===== src/rtl/piso_serializer.sv =====
// piso_serializer: parallel-in serial-out transmitter for a WIDTH-bit serial link.
// A word is accepted on LOAD && READY and streamed one bit per clock on OUT. The
// first bit appears the cycle after acceptance. LAST flags the final bit, and a
// new word may be accepted on that final bit so that consecutive words leave no gap.
module piso_serializer #(
  parameter int WIDTH     = 4,
  parameter bit MSB_FIRST = 1'b1
) (
  input  logic             CLK,
  input  logic             RST,
  input  logic [WIDTH-1:0] D,
  input  logic             LOAD,
  output logic             READY,
  output logic             OUT,
  output logic             OUT_VALID,
  output logic             LAST
);

  localparam int            CW       = $clog2(WIDTH);
  localparam logic [CW-1:0] CNT_INIT = CW'(WIDTH - 1);
  localparam logic [CW-1:0] CNT_ONE  = CW'(1);

  typedef enum logic {
    IDLE  = 1'b0,
    SHIFT = 1'b1
  } state_t;

  state_t           state_q;
  logic [WIDTH-1:0] shreg_q;
  logic [CW-1:0]    count_q;
  logic             out_q;
  logic             out_valid_q;
  logic             last_q;

  // Incoming word rearranged into transmit order: the bit to send first sits at
  // the MSB. The shift register therefore always shifts left, whatever the bit order.
  logic [WIDTH-1:0] word_ord;

  generate
    for (genvar gi = 0; gi < WIDTH; gi++) begin : g_order
      if (MSB_FIRST) begin : g_msb
        assign word_ord[gi] = D[gi];
      end else begin : g_lsb
        assign word_ord[gi] = D[WIDTH-1-gi];
      end
    end
  endgenerate

  logic accept;

  // Ready while idle, or on the final bit of a word so the next word follows
  // without a gap. Held low while reset is asserted.
  assign READY  = RST && ((state_q == IDLE) || (state_q == SHIFT && count_q == '0));
  assign accept = LOAD && READY;

  // Transmit FSM. The serial outputs are registered in the same process.
  always_ff @(posedge CLK or negedge RST) begin
    if (!RST) begin
      state_q     <= IDLE;
      shreg_q     <= '0;
      count_q     <= '0;
      out_q       <= 1'b0;
      out_valid_q <= 1'b0;
      last_q      <= 1'b0;
    end else if (accept) begin
      // Present the first bit now. Keep the remaining bits in order, MSB-aligned.
      state_q     <= SHIFT;
      shreg_q     <= {word_ord[WIDTH-2:0], 1'b0};
      count_q     <= CNT_INIT;
      out_q       <= word_ord[WIDTH-1];
      out_valid_q <= 1'b1;
      last_q      <= 1'b0;
    end else if (state_q == SHIFT && count_q != '0) begin
      shreg_q     <= {shreg_q[WIDTH-2:0], 1'b0};
      count_q     <= count_q - CNT_ONE;
      out_q       <= shreg_q[WIDTH-1];
      out_valid_q <= 1'b1;
      last_q      <= (count_q == CNT_ONE);
    end else begin
      // Idle with no request, or the final bit with no follow-on word.
      state_q     <= IDLE;
      count_q     <= '0;
      out_q       <= 1'b0;
      out_valid_q <= 1'b0;
      last_q      <= 1'b0;
    end
  end

  assign OUT       = out_q;
  assign OUT_VALID = out_valid_q;
  assign LAST      = last_q;

endmodule

===== config.mk =====
export PLATFORM = sky130hd
export DESIGN_NAME = piso_serializer
export DESIGN_NICKNAME = d
export VERILOG_FILES = /design/src/rtl/piso_serializer.sv
export SDC_FILE = /design/constraint.sdc
export NUM_CORES = 1
export LEC_CHECK = 0
export CAP_MARGIN = 20
export CELL_PAD_IN_SITES_DETAIL_PLACEMENT = 1
export CELL_PAD_IN_SITES_GLOBAL_PLACEMENT = 1
export CORE_AREA = 4 4 41 43
export CTS_CLUSTER_SIZE = 14
export DETAILED_ROUTE_END_ITERATION = 7
export DIE_AREA = 0 0 45 47
export PLACE_DENSITY_LB_ADDON = 0.1
export SLEW_MARGIN = 20
export SYNTH_ARGS = -nofsm -noshare
export SYNTH_HDL_FRONTEND = slang
export SYNTH_SLANG_ARGS = --single-unit

===== constraint.sdc =====
create_clock -name CLK -period 2.4 [get_ports CLK]
set_clock_uncertainty 0.05 [all_clocks]
set_input_delay 0.6 -clock CLK [delete_from_list [all_inputs] [get_ports CLK]]
set_output_delay 0.6 -clock CLK [all_outputs]
set_load 0.03 [all_outputs]

==> run_summary.xml <==
<?xml version="1.0" encoding="UTF-8"?>
<metrics>
  <group name="run_status">
    <metric name="run_status" unit="">finished, final reports clean</metric>
  </group>
  <group name="route">
    <metric name="dr_total_vias" unit="">311</metric>
    <metric name="first_iter_violations" unit="">4</metric>
    <metric name="routed_wire_length_per_instance" unit="µm">13.9</metric>
    <metric name="postRouteWirelength" unit="µm">901</metric>
    <metric name="ant_nets" unit="">0</metric>
    <metric name="post_drt_via_cell_ratio" unit="">4.78</metric>
    <metric name="drt_first_pass_iters" unit="">4</metric>
    <metric name="post-route-drc-count" unit="">0</metric>
  </group>
  <group name="layout">
    <metric name="layout.nets" unit="">60</metric>
    <metric name="final_cells" unit="">65</metric>
    <metric name="post_route_cells_drive_above_1_share" unit="%">14.0</metric>
    <metric name="antenna_cells_inserted" unit="">0</metric>
    <metric name="fill_cells" unit="">152</metric>
    <metric name="areaGrowthSynthToFinish" unit="%">30.9</metric>
  </group>
  <group name="clock_tree">
    <metric name="tritoncts" unit="">done</metric>
    <metric name="cts.clk_slew.worst_paths" unit="ps">70</metric>
    <metric name="cts_setup_buffers" unit="">0</metric>
    <metric name="clock_latency" unit="ps">260</metric>
    <metric name="cts_max_path_buffers" unit="">2</metric>
    <metric name="cts.hold.buffers_added" unit="">0</metric>
    <metric name="cts_root_buf" unit="">clkbuf_4</metric>
    <metric name="ctsResizeCount" unit="">0</metric>
    <metric name="cts_made_buffers" unit="">3</metric>
    <metric name="cts_sinks" unit="">9</metric>
    <metric name="cts_htree_levels" unit="">1</metric>
  </group>
  <group name="sta">
    <metric name="transition_at_the_pin_with_the_smallest_max_transition_slack" unit="ps">308</metric>
    <metric name="post-route-period-util" unit="%">88.8</metric>
    <metric name="timing.slew.headroom" unit="%">79.4</metric>
    <metric name="max_slew_violation_count" unit="">0</metric>
    <metric name="fmax" unit="MHz">469</metric>
    <metric name="finalSetupTns" unit="ps">0</metric>
    <metric name="rsz0062_at_grt" unit="">no</metric>
    <metric name="hold_viol" unit="">0</metric>
    <metric name="final_period_minus_worst_setup_slack" unit="ps">2130</metric>
    <metric name="finalSetupViolations" unit="">0</metric>
  </group>
  <group name="worst_setup_path">
    <metric name="r2r_setup_slack" unit="ps">1040</metric>
    <metric name="crit_type" unit="">flip-flop to primary output</metric>
    <metric name="worstSetupEndpointType" unit="">primary output</metric>
    <metric name="startpoint_type" unit="">flip-flop</metric>
    <metric name="cp_max_fo" unit="">10</metric>
    <metric name="timing.rr.start" unit="">count_q[0]</metric>
    <metric name="rr_worst_depth" unit="">4</metric>
    <metric name="worst_r2r_endpoint" unit="">OUT</metric>
    <metric name="arrival" unit="ps">1480</metric>
    <metric name="cp_data_required_time" unit="ps">1750</metric>
  </group>
  <group name="grt">
    <metric name="grt.met3_usage" unit="%">3.45</metric>
    <metric name="antenna_found_initial" unit="">0</metric>
    <metric name="grt_most_used_layer" unit="">met2</metric>
    <metric name="grt_start_max_net_pins" unit="">18</metric>
    <metric name="grt_met2_usage" unit="%">16.9</metric>
    <metric name="use_met1" unit="%">14.0</metric>
    <metric name="overflow" unit="">0</metric>
    <metric name="grt_use_total" unit="%">10.8</metric>
    <metric name="via_count_of_the_first_global_routing_pass" unit="">342</metric>
    <metric name="grt_pass1_wl" unit="mm">1.59</metric>
  </group>
  <group name="yosys">
    <metric name="netlist-cell-type-count" unit="">18</metric>
    <metric name="post_synth_mux_area_share" unit="%">8.09</metric>
    <metric name="synth-xor-area-share" unit="%">0</metric>
    <metric name="largest_family_of_logic_cells_by_synthesized_area" unit="">simple AND/OR/NAND/NOR gates</metric>
    <metric name="synth-seq-area-share" unit="%">52.0</metric>
    <metric name="synthCells" unit="">37</metric>
    <metric name="synth_compound_gate_area_share" unit="%">11.0</metric>
    <metric name="synth-simple-area-share" unit="%">16.8</metric>
    <metric name="synth-seq-cells" unit="">9</metric>
    <metric name="mean_post_synth_cell_area" unit="µm²">11.7</metric>
    <metric name="yosysWarnings" unit="">0</metric>
    <metric name="synth_async_sr_flop_share" unit="%">100</metric>
    <metric name="synth.net_count" unit="">46</metric>
    <metric name="post_synth_fa_ha_maj_area_fraction" unit="%">5.78</metric>
    <metric name="syn_area" unit="µm²">433</metric>
    <metric name="number_of_flops_mapped_to_enable_cells_by_yosys" unit="">0</metric>
    <metric name="synth_flop_cell" unit="">dfrtp_1</metric>
  </group>
  <group name="power">
    <metric name="p_leak" unit="nW">0.283</metric>
    <metric name="power_per_cell_area" unit="nW/µm²">1130</metric>
    <metric name="power.total" unit="W">0.000642</metric>
    <metric name="vdd.ir_drop.worst" unit="mV">0.456</metric>
  </group>
  <group name="placement">
    <metric name="dpl.hpwl" unit="µm">670</metric>
    <metric name="finalWeightedCongestion" unit="">0.677</metric>
    <metric name="port_buffers" unit="">10</metric>
    <metric name="place.detailed.instances" unit="">61</metric>
  </group>
  <group name="worst_hold_path">
    <metric name="hold_class" unit="">flip-flop to flip-flop</metric>
    <metric name="holdCritStartpoint" unit="">count_q[0]</metric>
    <metric name="hold-path-cell-count" unit="">1</metric>
    <metric name="timing.hold.worst_endpoint" unit="">count_q[0]</metric>
  </group>
  <group name="floorplan">
    <metric name="die_height" unit="µm">47</metric>
    <metric name="die_area" unit="µm²">2120</metric>
    <metric name="io-pin-count" unit="">11</metric>
    <metric name="placement_rows" unit="">13</metric>
    <metric name="overall_die_width" unit="µm">45</metric>
    <metric name="core_area" unit="µm²">1300</metric>
    <metric name="floorplan.initialDensity" unit="%">33.3</metric>
  </group>
  <group name="run">
    <metric name="max_cap_violations" unit="">0</metric>
  </group>
</metrics>
layout by cell type (no fill, tap or decap), types with 3 or more instances in the layout:
| master | n |
|---|---|
| clkbuf_4 | 3 |
| inv_1 | 3 |
| dfrtp_1 | 9 |
| nand2_1 | 3 |
| clkdlybuf4s50_1 | 9 |
synthesized netlist by cell type (2+ instances only):
| master | number | area [µm²] |
|---|---|---|
| dfrtp_1 | 9 | 225 |
| nand3_1 | 2 | 10.0 |
| a21bo_1 | 2 | 20.0 |
| a31oi_1 | 2 | 12.5 |
| inv_1 | 3 | 11.3 |
| mux2i_1 | 2 | 20.0 |
| nor3b_1 | 2 | 15.0 |
| ha_1 | 2 | 25.0 |
| nand2_1 | 3 | 11.3 |
| and3_1 | 2 | 12.5 |
registers in the layout, indices dropped and copies added (netlist names):
register,cells
count_q,2
state_q,1
OUT_VALID,1
OUT,1
shreg_q,3
LAST,1
critical path: stages (launching register included):
cell	delay, ps
dfrtp_1	380
inv_1	50
ha_1	230
nand2b_4	210
and2_1	180
buf_4	160
routing by layer:
metal / routed length, µm / vias up
met5: 0 / -
met4: 0 / 0
met3: 68 / 0
met2: 428 / 11
met1: 404 / 151
li1: - / 149
per-stage QoR:
step           util, %  cell area, µm²  worst slack (ps)  hold WS [ps]
3_5_place_dp      41.5             541               378           450
2_1_floorplan        -             433               614           254
5_1_grt           43.6             567               193           484
4_1_cts           43.6             567               257           460
6_report          43.6             567               270           451
3_3_place_gp      41.5             541               401           420
worst max path at each step:
stage,from,to,slack (ps),cells after the start
6_report,count_q[0],READY,270,5
5_1_grt,count_q[0],READY,190,5
4_1_cts,count_q[0],READY,260,5
3_5_place_dp,RST,READY,380,3
3_3_place_gp,RST,READY,400,3
2_1_floorplan,count_q[0],READY,610,5
kinds of logic after synthesis:
logic type | after synthesis
and+or+nand+nor | 12
DFF | 9
AOI/OAI and AO/OA | 6
buffers and inverters | 5
muxes | 3
adders and majority gates | 2
cell type report:
cell class | instances | area (µm²) | area share, %
Clock buffer | 4 | 26.3 | 4.64
Timing Repair Buffer | 11 | 105 | 18.5
Inverter | 3 | 11.3 | 1.99
Sequential cell | 9 | 225 | 39.7
Tap cell | 15 | 18.8 | 3.31
Multi-Input combinational cell | 23 | 180 | 31.8
where the power goes:
group	switching, W	internal [W]
sequential	0.0000314	0.000213
clock	0.0000581	0.0000642
combinational	0.000139	0.000137
Power figures use the tool's default switching activity.
==> RTL change 1 (config.mk and constraints unchanged) <==
The parameter `WIDTH` goes from 4 to 8.
--- a/src/rtl/piso_serializer.sv
+++ b/src/rtl/piso_serializer.sv
@@ -5,3 +5,3 @@
 module piso_serializer #(
-  parameter int WIDTH     = 4,
+  parameter int WIDTH     = 8,
   parameter bit MSB_FIRST = 1'b1
Ports: changed (resized D); port bits go from 11 to 15. The function was not compared with the original's and may differ.
==> RTL change 1 against the unedited design <==
  * Via count up 33%
  * Clock power rose by 39%
  * Setup slack worse by 0.035 ns
  * Area after synthesis increased by 62%
  * Design area grew 57%
  * Total power grew 75%
  * Wire length up 45%
  * Sequential cell count rose by 5
==> RTL change 1: results (changes against the unedited design) <==
| Metric | Value |
|---|---|
| Highest routed layer | `met4` |
| Met2 usage in global routing | `24.0% (+7.1 points)` |
| Register area share after synthesis | `49.9% (-2.1 points)` |
| Post-detail-place hpwl | `976 um (+46%)` |
| Comb pwr | `0.551 mW (+100%)` |
| Filler cell count | `132 (-13%)` |
| Tot GR Track Use | `14.8% (+4.0 points)` |
| Worst r2r path cells | `6 (+2)` |
| Cells after DPL | `78 (+28%)` |
| Syn_nets | `63 (+37%)` |
| Slew HR | `79.5% (about the same)` |
| GRT met3 Usage | `4.21% (+0.77 points)` |
| Drt via density | `5.06 (+5.8%)` |
| Worst VDD drop | `0.000733 V (+61%)` |
| Post-synthesis compound-gate area fraction | `3.39% (-7.6 points)` |
| Met1 usage | `17.4% (+3.4 points)` |
| Placer Congestion | `0.652 (-3.7%)` |
| Sw frac | `34.0% (-1.6 points)` |
| First-pass GRT wire length | `2160 um (+36%)` |
| DRT met1 WL | `587 um (+45%)` |
| Worst Hold Slack | `0.445 ns (-0.00519 ns)` |
| Critical Path AT | `1.52 ns (+0.04 ns)` |
| CP peak stage delay | `0.57 ns (+0.19 ns)` |
| Drt first pass iters | `1 (-3)` |
| Vias | `415 (+33%)` |
| Sw Pwr | `0.382 mW (+67%)` |
| Critical Path Start | `RST` |
| Post-synth top cells | `14 x dfrtp_1, 8 x mux2_4` |
| Proportion of synthesized area in mux cells | `29.4% (+21 points)` |
| Proportion of layout cells with a drive suffix above 1 | `31.3% (+17 points)` |
| Achievable Freq | `462 MHz (-1.6%)` |
| Status | `complete, no violations` |
| Met3 WL | `88 um (+29%)` |
| Slowest-stage cell, CP | `clkdlybuf4s50_1` |
| Leakage | `0.438 nW (+55%)` |
| PortBufs | `14 (+4)` |
| Mapped Cells | `49 (+32%)` |
| CP delay by family, top | `buffers and inverters` |
| Place WS | `0.169 ns (-0.209 ns)` |
| WL met2 | `599 um (+40%)` |
| Clock group | `0.169 mW (+39%)` |
-- RTL change 1: cell types whose count changed in the layout (fill, tap and decap cells not counted), moves of 2 or more --
cell	change
a21bo_1	-2
a31oi_1	-2
and3_1	-2
clkdlybuf4s50_1	+4
dfrtp_1	+5
mux2_1	+3
mux2_2	+2
mux2_4	+7
-- RTL change 1: cell type report --
| class | instances | area, um2 | area share [%] |
|---|---|---|---|
| sequential | 14 | 350 | 39.3 |
| multi-input combinational | 30 | 322 | 36.1 |
| timing repair buffer | 16 | 153 | 17.1 |
| clock buffer | 4 | 36.3 | 4.07 |
| tap | 15 | 18.8 | 2.11 |
| inverter | 3 | 11.3 | 1.26 |
-- RTL change 1: cells by family after synthesis --
family / Yosys count
AOI/OAI and AO/OA: 2
xor gates and xnor gates: 1
adders and majority gates: 3
buffers and inverters: 5
DFF: 14
muxes: 16
and+or+nand+nor: 8
==> RTL change 2 (same flow settings) <==
Made on the original files. Reset style: synchronous (`RST`), changed in one clocked block.
--- a/src/rtl/piso_serializer.sv
+++ b/src/rtl/piso_serializer.sv
@@ -56,3 +56,3 @@
   // Transmit FSM. The serial outputs are registered in the same process.
-  always_ff @(posedge CLK or negedge RST) begin
+  always_ff @(posedge CLK) begin
     if (!RST) begin
Formal check against the unedited RTL: differs if RST is asserted again (counterexample within 4 cycles, from zero or initial values and one cycle with RST low); with RST held inactive, the same outputs for 10 cycles.
==> RTL change 2 against the unedited design <==
  * Setup slack worse by 0.00074 ns
  * Wire length is 17% lower
  * Synthesized cell count is 8.1% lower
  * Cell count is 4.6% lower
  * Via count is 11% lower
  * Hold slack worse by 0.040 ns
  * Area after synthesis is 18% lower
  * Sequential share of layout area is 3.0 points lower
  * Global-route usage is 2.1 points lower
  * Sequential cell count stayed put
  * Design area is 13% lower
  * Die area stayed put
Power is not compared: it rests on default switching activity, and its combinational part moved more than twofold at a synthesized area within 25%.
==> RTL change 2: results (changes against the unedited design) <==
| Metric | Value |
|---|---|
| Critical Path AT | `1.48 ns (about the same)` |
| Cells after DPL | `58 (-4.9%)` |
| Status | `complete, no violations` |
| Final wirelength | `752 um (-17%)` |
| Worst VDD drop | `roughly 0.00025 V` |
| Top cells by area, synth | `dfxtp_1 51%, mux2i_1 8.5%, ha_1 7.1%, a21oi_1 5.7%, inv_1 4.3%` |
| Largest regs | `shreg_q (3), count_q (2)` |
| Prevailing post-synth register cell | `dfxtp_1` |
| Register area share after synthesis | `51.1% (-0.96 points)` |
| Mapped Cells | `34 (-8.1%)` |
| CP peak stage delay | `0.55 ns (+0.17 ns)` |
| Tot GR Track Use | `8.65% (-2.1 points)` |
| Async set-reset flop share out of synthesis | `0% (-100 points)` |
| Syn_nets | `43 (-6.5%)` |
| Hold Crit Start | `shreg_q[3]` |
| Largest net degree at the start of global routing | `7 (-11)` |
| Place WS | `0.263 ns (-0.115 ns)` |
| Average routed wire per standard cell | `12.1 um (-12%)` |
| Hold Path Sink | `OUT` |
| Reg2Reg Launch Point | `count_q[0]` |
| Placer Congestion | `0.678 (+0.22%)` |
| Reg-to-Reg End | `count_q[1]` |
| Critical Path Fanout Max | `6 (-4)` |
| Drt via density | `4.48 (-6.3%)` |
| Filler cell count | `156 (+2.6%)` |
| Leakage | `0.220 nW` |
| Type of the worst min-delay path | `flop to flop` |
| Post-synth top cells | `9 x dfxtp_1, 4 x a21oi_1, 4 x inv_1` |
| Drt first pass iters | `1 (-3)` |
| Worst r2r path cells | `5 (+1)` |
| CP delay by family, top | `buffers and inverters` |
| Nets | `57 (-5.0%)` |
| Reg-to-reg slack, setup | `1.16 ns (+0.12 ns)` |
| Worst-Margin Slew | `0.306 ns (-0.00170 ns)` |
| Vias in the first global route | `298 (-13%)` |
| Detailed Route Iter0 Violations | `0 (-4)` |
| Clk root buf | `clkbuf_4` |
| First-pass GRT wire length | `1220 um (-23%)` |
| Clock-pin slew on the worst setup and hold paths | `around 0.060 ns` |
| Yosys cell types | `16 (-2)` |
| Synthesis Warnings | `0 (unchanged)` |
| Slowest-stage cell, CP | `clkdlybuf4s50_1` |
| Internal power | `0.252 mW` |
| Hold path cells | `2 (+1)` |
| Proportion of layout cells with a drive suffix above 1 | `14.9% (+0.89 points)` |
| Worst-skew pair later-pin latency | `0.26 ns (about the same)` |
-- RTL change 2: changes by cell type in the layout (fill, tap and decap cells not counted), moves of 2 or more --
cell and delta:
nor3b_1 -2, dfrtp_1 -9, a31oi_1 -2, a21oi_1 +4, nand2_1 -2, a21bo_1 -2, o21ai_0 +2, dfxtp_1 +9
-- RTL change 2: how the worst max path moves through the flow --
| stage | startpoint | end | slack (ns) | cells past startpoint |
|---|---|---|---|---|
| global route | RST | READY | 0.21 | 3 |
| detailed placement | RST | READY | 0.26 | 3 |
| floorplan | count_q[0] | READY | 0.79 | 4 |
| finish | RST | READY | 0.27 | 3 |
| CTS | RST | READY | 0.26 | 3 |
| global placement | RST | READY | 0.27 | 3 |
-- RTL change 2: worst reg2reg max path: stages (launching register included) --
cell and delay, ns:
dfxtp_1 0.36, inv_1 0.06, ha_1 0.21, and2b_4 0.29
o21ai_2 0.08, a21oi_1 0.12
-- RTL change 2: power groups by stage --
stage	Clock, mW	Combinational (mW)	Sequential, mW
after floorplan	0	0.0265	0.171
after global placement	0	0.0509	0.167
after detailed placement	0	0.0533	0.168
after CTS	0.127	0.0537	0.165
after global routing	0.131	0.0574	0.166
final	0.122	0.0530	0.165
-- RTL change 2: routing by layer --
layer | GRT usage, % | wire (um) | up-vias
met5 | 0 | 0 | -
met4 | 8.77 | 27 | 0
met3 | 2.30 | 40 | 3
met2 | 13.6 | 369 | 9
met1 | 9.22 | 315 | 130
li1 | - | - | 136
-- RTL change 2: final cells by class --
cell class,instances,share of cell area [%]
Clock buffer,4,5.36
Inverter,4,3.06
Multi-Input combinational cell,20,31.1
Sequential cell,9,36.7
Tap cell,15,3.83
Timing Repair Buffer,10,19.9
-- RTL change 2: cell families after synthesis --
kind of cell / synth area share, %
AND/OR/NAND/NOR: 14.5
buffers and inverters: 5.67
adder cells (fa/ha/maj): 7.09
multiplexers: 8.51
flip-flops: 51.1
AO/OA/AOI/OAI: 13.1
-- RTL change 2: stage by stage --
step                area, um2  hold WS, ns
global placement          464        0.401
detailed placement        464        0.409
global route              490        0.435
CTS                       490        0.418
finish                    490        0.411
floorplan                 353        0.380
